<file path="src/rtl/apb_arbiter.sv">
// Round-robin arbiter sharing one APB completer among N_REQ requesters; setup 1 cycle after grant, access the next.
// Non-granted requesters are held in APB wait states (pready=0); a downstream stall holds the grant indefinitely.
module apb_arbiter #(
  parameter int N_REQ   = 2,
  parameter int W_PADDR = 16,
  parameter int W_DATA  = 32,
  parameter int W_PC    = 32,
  localparam int GW     = (N_REQ > 1) ? $clog2(N_REQ) : 1
) (
  input  logic                     clk,
  input  logic                     rst_n,
  input  logic [N_REQ-1:0]         apbs_psel,
  input  logic [N_REQ-1:0]         apbs_penable,
  input  logic [N_REQ-1:0]         apbs_pwrite,
  input  logic [N_REQ*W_PADDR-1:0] apbs_paddr,
  input  logic [N_REQ*W_DATA-1:0]  apbs_pwdata,
  input  logic [N_REQ*W_DATA-1:0]  apbs_phartid,
  input  logic [N_REQ*W_PC-1:0]    apbs_pd_pc,
  output logic [N_REQ-1:0]         apbs_pready,
  output logic [W_DATA-1:0]        apbs_prdata,
  output logic [N_REQ-1:0]         apbs_pslverr,
  output logic                     apbm_psel,
  output logic                     apbm_penable,
  output logic                     apbm_pwrite,
  output logic [W_PADDR-1:0]       apbm_paddr,
  output logic [W_DATA-1:0]        apbm_pwdata,
  output logic [W_DATA-1:0]        apbm_phartid,
  output logic [W_PC-1:0]          apbm_pd_pc,
  input  logic                     apbm_pready,
  input  logic [W_DATA-1:0]        apbm_prdata,
  input  logic                     apbm_pslverr,
  output logic [GW-1:0]            grant_id
);

  typedef enum logic [1:0] {S_IDLE, S_SETUP, S_ACCESS} state_t;

  typedef struct packed {
    logic               pwrite;
    logic [W_PADDR-1:0] paddr;
    logic [W_DATA-1:0]  pwdata;
    logic [W_DATA-1:0]  phartid;
    logic [W_PC-1:0]    pd_pc;
  } req_t;

  state_t        state, state_nxt;
  logic [GW-1:0] last;
  logic [GW-1:0] cand;
  logic [GW-1:0] pick_idx;
  logic          pick_vld;
  req_t          sel_req;

  // penable only qualifies the upstream transfer phase; arbitration looks at psel alone
  logic unused_penable;
  assign unused_penable = ^apbs_penable;

  // Search starts one past the last grant so every waiting requester is reached within N_REQ-1 transfers
  always_comb begin
    pick_vld = 1'b0;
    pick_idx = '0;
    cand     = '0;
    for (int off = 1; off <= N_REQ; off++) begin
      cand = GW'((int'(last) + off) % N_REQ);
      if (!pick_vld && apbs_psel[cand]) begin
        pick_vld = 1'b1;
        pick_idx = cand;
      end
    end
  end

  always_comb begin
    sel_req = '0;
    for (int i = 0; i < N_REQ; i++) begin
      if (pick_idx == GW'(i)) begin
        sel_req.pwrite  = apbs_pwrite[i];
        sel_req.paddr   = apbs_paddr[i*W_PADDR +: W_PADDR];
        sel_req.pwdata  = apbs_pwdata[i*W_DATA +: W_DATA];
        sel_req.phartid = apbs_phartid[i*W_DATA +: W_DATA];
        sel_req.pd_pc   = apbs_pd_pc[i*W_PC +: W_PC];
      end
    end
  end

  always_comb begin
    state_nxt = state;
    case (state)
      S_IDLE:   if (pick_vld) state_nxt = S_SETUP;
      S_SETUP:  state_nxt = S_ACCESS;
      S_ACCESS: if (apbm_pready) state_nxt = S_IDLE;
      default:  state_nxt = S_IDLE;
    endcase
  end

  always_ff @(posedge clk or negedge rst_n) begin
    if (!rst_n) begin
      state        <= S_IDLE;
      apbm_psel    <= 1'b0;
      apbm_penable <= 1'b0;
      apbm_pwrite  <= 1'b0;
      apbm_paddr   <= '0;
      apbm_pwdata  <= '0;
      apbm_phartid <= '0;
      apbm_pd_pc   <= '0;
      grant_id     <= '0;
      last         <= GW'(N_REQ - 1);
    end else begin
      state        <= state_nxt;
      apbm_psel    <= (state_nxt != S_IDLE);
      apbm_penable <= (state_nxt == S_ACCESS);
      if (state == S_IDLE && pick_vld) begin
        grant_id     <= pick_idx;
        last         <= pick_idx;
        apbm_pwrite  <= sel_req.pwrite;
        apbm_paddr   <= sel_req.paddr;
        apbm_pwdata  <= sel_req.pwdata;
        apbm_phartid <= sel_req.phartid;
        apbm_pd_pc   <= sel_req.pd_pc;
      end
    end
  end

  always_comb begin
    apbs_pready  = '0;
    apbs_pslverr = '0;
    for (int k = 0; k < N_REQ; k++) begin
      apbs_pready[k]  = (state == S_ACCESS) && (grant_id == GW'(k)) && apbm_pready;
      apbs_pslverr[k] = apbs_pready[k] & apbm_pslverr;
    end
  end

  assign apbs_prdata = apbm_prdata;

endmodule

</file>
<file path="config.mk">
export PLATFORM = sky130hd
export DESIGN_NAME = apb_arbiter
export DESIGN_NICKNAME = d
export VERILOG_FILES = /design/src/rtl/apb_arbiter.sv
export SDC_FILE = /design/constraint.sdc
export NUM_CORES = 1
export LEC_CHECK = 0
export BUFFER_PORTS_ARGS = -buffer_cell sky130_fd_sc_hd__buf_2
export CORE_AREA = 5 5 159 161
export DETAILED_ROUTE_END_ITERATION = 10
export DIE_AREA = 0 0 164 166
export PLACE_DENSITY_LB_ADDON = 0.12
export SLEW_MARGIN = 40
export SYNTH_ARGS = -nofsm -noshare
export SYNTH_HDL_FRONTEND = slang
export SYNTH_SLANG_ARGS = --single-unit
</file>
<file path="constraint.sdc">
create_clock -name clk -period 1.8 [get_ports clk]
set_input_delay 0.09 -clock clk [delete_from_list [all_inputs] [get_ports clk]]
set_output_delay 0.09 -clock clk [all_outputs]
set_load 0.005 [all_outputs]
</file>
Word-level counts from Yosys, hierarchy flattened
Cells that the tools add are included.
- input port bits: 266
- logic and storage cells: 41
- register bits: 119
- reductions and logical operators: 9
- order comparisons: 2
- muxes and demuxes: 12
- $add $sub $neg: 2
- bitwise logic cells: 3
- equal/unequal tests: 3
- operators with widths (kind ; count):
    two-way mux 113 bit ; 1
    two-way mux 1 bit ; 8
    logical AND 1 bit ; 6
    one-hot mux 2 bit (3 select lines) ; 1
    equality test 2 bit (second input constant) ; 2
    less-than comparator 1 x 2 -> 1 bit (second input constant) ; 2
    two-way mux 2 bit ; 2
    adder 1 bit (second input constant) ; 2
    AND 1 bit ; 2
    equality test 2 x 1 -> 1 bit (second input constant) ; 1
    zero test 2 bit ; 1
    nonzero test 2 bit ; 1
    zero test 1 bit ; 1
    NOT 1 bit ; 1

Longest topological paths before layout
- depth in word-level cells: 10
- depth in mapped cells: 6
- gate-level depth less buffers: 3

Worst setup path before layout
Ideal clock, no wire load.
- path kind: reg2reg
- start: register last
- end: register apbm_pwdata[10]
- stages on the path, launching flop included: 7
- data arrival time: 1.561 ns
- path slack: 0.114 ns
- cell sequence: dfstp_2 > a21bo_1 > buf_6 > buf_8 > buf_6 > mux2_4 > mux2_4
- longest elaborated chain between the ends: 8
- elaborated cells between the ends (all ways): 14
- those cells by class: add/sub (2); mux (9); reduce/logical (3)
- ends and longest elaborated chain (element ; RTL line ; RTL):
    from (decl) ; 46 ; logic [GW-1:0] last;
    from (signal assigned) ; 104 ; last <= GW'(N_REQ - 1);
    from (signal assigned) ; 111 ; last <= pick_idx;
    adder 1 bit ; 62 ; cand = GW'((int'(last) + off) % N_REQ);
    two-way mux 1 bit (not written as such) (2 in series) ; 63 ; if (!pick_vld && apbs_psel[cand]) begin
    two-way mux 1 bit ; 63 ;
    zero test 1 bit ; 63 ;
    logical AND 1 bit ; 63 ;
    two-way mux 1 bit ; 63 ;
    two-way mux 113 bit / logical AND 1 bit (equally long branches) ; 73, 109 ;
    to (signal assigned) ; 114 ; apbm_pwdata <= sel_req.pwdata;
    to (decl) ; 26 ; output logic [W_DATA-1:0] apbm_pwdata,
Parallel ways exist; a longest one is shown, timed or not. The select of a mux whose other input is x is not followed.
A chain may end at the register's enable or synchronous reset.

Final worst setup path
- start: register last
- end: register apbm_pwrite
- longest elaborated chain between the ends: 8
- elaborated cells between the ends (all ways): 14
- those cells by class: add/sub (2); mux (9); reduce/logical (3)
- ends and longest elaborated chain (element ; RTL line ; RTL):
    adder 1 bit ; 62 ;
    two-way mux 1 bit (not written as such) (2 in series) ; 63 ;
    two-way mux 1 bit ; 63 ;
    zero test 1 bit ; 63 ;
    logical AND 1 bit ; 63 ;
    two-way mux 1 bit ; 63 ;
    two-way mux 113 bit / logical AND 1 bit (equally long branches) ; 73, 109 ;
    to (signal assigned) ; 112 ; apbm_pwrite <= sel_req.pwrite;
    to (decl) ; 24 ; output logic apbm_pwrite,
Parallel ways exist; a longest one is shown, timed or not. The select of a mux whose other input is x is not followed.

==> summary.md <==
| Metric | Value |
|---|---|
| Hold_ws | `23.32 ps` |
| Avg Cell Area, Syn | `15.87 um^2` |
| Core box area | `23820 um^2` |
| Die H | `166 um` |
| Clock transition at path regs | `60 ps` |
| Period utilization | `0.9804` |
| First-pass iteration count of the detailed router | `4` |
| Largest stage delay on the critical path | `540 ps` |
| WL final | `between 15000 and 20000 um` |
| Largest net degree at the start of global routing | `between 40 and 50` |
| Commonest cells after routing, fill and taps aside | `350 x buf_2, 142 x mux2_4, 118 x dfrtp_1` |
| Max frequency | `0.5667 GHz` |
| Antenna Nets Post-Route | `0` |
| Setup Skew | `12.67 ps` |
| Clock latency on the worst-skew pair | `slightly above 400 ps` |
| Total grt overflow | `0` |
| RSZ-0062 raised after global routing | `true` |
| Flops & latches, synth | `119` |
| Drt first-iter violations | `117` |
| H-tree levels | `4` |
| Vias in the first global route | `5201` |
| Global-route wire length before repair | `between 20000 and 30000 um` |
| Crit path max fanout | `42` |
| Arrival time worst endpoint | `2060 ps` |
| Max clock buf depth | `2` |
| Layout cells sized above 1 | `0.8359` |
| WL per Instance | `16.20 um` |
| Slew margin rel. | `0.6902` |
| CP max-delay cell | `dfstp_2` |
| Setup violators final | `0` |
| CTS tree | `done` |
| Clock Sinks | `119` |
| Worst path cell trace | `a21bo_4 -> buf_12 -> mux2_2 -> mux2_2` |
| Worst-Margin Slew | `between 400 and 500 ps` |
| Final hold violations | `0` |
| CP endpoint kind | `flop` |
| Crit Path Category | `flop to flop` |
| Initial antenna violation count | `1` |
| Port Buffers | `351` |
| GRT busiest layer | `met2` |
| Ys Warns | `0` |
| Top Ports | `418` |
| CP dominant cell by count | `mux2_2` |
| Final net count | `1028` |
| Status | `finished clean` |
| Grt met2 use | `0.2215` |
| Most common cell after layout, fill and taps aside | `buf_2` |
| Starting Density | `0.2771` |
| Total track usage | `0.1282` |
| Fin util | `0.3905` |
| Mapped Area | `6601 um^2` |
| Met3 Track Usage GR | `0.04964` |
| CP required | `2100 ps` |
| DR vias/cell | `between 4 and 5` |
| Root Buffer | `clkbuf_16` |
| Peak supply drop | `0.0005395 V` |
| DRC viols | `0` |
| Max-Cap Viols | `0` |
| Via count | `between 4000 and 5000` |
| Post-synthesis sequential area ratio | `0.4513` |
| Cells after Synth | `416` |
| Hold Crit Class | `primary input to flop` |
| Unique masters post-synth | `16` |
| Area grow syn2layout | `40.90%` |
| # rows | `57` |
| Final HPWL DP | `14120 um` |
| Die width | `164 um` |
| Worst Setup Start Kind | `flop` |
| Die Area | `between 20000 and 30000 um^2` |
| Tmin final | `1765 ps` |
| Total CTS buffers | `17` |
| PwrDens | `1583 nW/um^2` |
| P_leak | `4.795 nW` |
| Syn nets | `682` |
| Pwr Total | `14.72 mW` |
| GPL Wtd Cong | `between 0.7 and 0.8` |
| Routing usage on met1 | `0.1416` |
| # diodes | `0` |
| Max-slew violation count | `0` |
-- cells by family (layout without fill, tap and decap cells) --
logic type	count (synthesis)	after routing	share of synthesized area
muxes	230	230	0.4719
DFF	119	119	0.4513
buffers and inverters	57	415	0.06558
and+or+nand+nor	8	8	0.008530
AOI/OAI and AO/OA	2	2	0.002654
-- worst paths after layout --
check | from | to | slack (ps) | cells after the start
min in group asynchronous | rst_n | apbm_phartid[17] | 170 | 2
worst min-delay path | apbs_pwdata[4] | apbm_pwdata[4] | 20 | 3
worst max register to register | last | apbm_pwrite | 40 | 4
max in group asynchronous | rst_n | last | 1010 | 3
worst max-delay path | last | apbm_pwrite | 40 | 4
worst min register to register | apbm_pd_pc[2] | apbm_pd_pc[2] | 500 | 1
-- per-stage QoR --
stage / setup TNS, ps / setup WS [ps] / instance area (um^2) / std cells
floorplan: 0 / 114.2 / 6601 / 416
global placement: 0 / 36.05 / 8683 / 1064
detailed placement: 0 / 14.14 / 8683 / 1064
CTS: -11.79 / -5.840 / 9275 / 1096
global route: -848.8 / -40.11 / 9301 / 1098
finish: 0 / 35.27 / 9301 / 1098
-- routing by layer --
| metal | up-vias | part of all wire |
|---|---|---|
| met5 | - | 0.00039 |
| met4 | 2 | 0.025 |
| met3 | 36 | 0.10 |
| met2 | 238 | 0.49 |
| met1 | 2142 | 0.38 |
| li1 | 2149 | - |
-- power breakdown --
group / internal [mW] / leakage, nW / total (mW) / switching (mW)
clock network: 2.10 / 0.282 / 3.31 / 1.21
logic: 4.15 / 3.12 / 6.57 / 2.42
registers: 4.09 / 1.39 / 4.84 / 0.754
-- flip-flops by register name (all words and copies together), names as in the netlist --
name,count
apbm_pwdata,32
apbm_penable,1
last,1
apbm_paddr,16
grant_id,1
apbm_pd_pc,32
state,2
apbm_psel,1
apbm_pwrite,1
apbm_phartid,32
-- what timing repair did --
action / 4_1_cts / 5_1_grt
endpoints found under the setup margin: 3 / 61
cloned: 0 / 0
resized for setup: 0 / 3
setup buffers: 0 / 2
hold endpoints to repair: 29 / 0
hold buffers: 1 / 0
-- synthesized netlist by cell type, drive strengths merged --
cell type  number  area share
dfrtp         118        0.45
a21boi          1      0.0011
nor4bb          1      0.0015
nor2            2      0.0011
nor3            1      0.0015
buf            57       0.066
or2             1     0.00095
and2            2      0.0019
a21bo           1      0.0015
dfstp           1      0.0040
mux2          230        0.47
and4b           1      0.0015
-- worst max-delay path: cells and delay by family, from the launching register on --
kind / cells / cell delay [ps]
muxes: 2 / 640
AOI/OAI and AO/OA: 1 / 180
buffers and inverters: 1 / 250
DFF: 1 / 540
-- cell type report --
| type | count | area, um^2 |
|---|---|---|
| fillers | 2302 | 14520 |
| multi-input cells | 240 | 3209 |
| flip-flops and latches | 119 | 2979 |
| repair buffers | 384 | 2126 |
| clock buffers | 20 | 456.7 |
| well taps | 324 | 405.4 |
| clock inverters | 11 | 125.1 |
No activity file was read; power rests on OpenSTA's default activity.
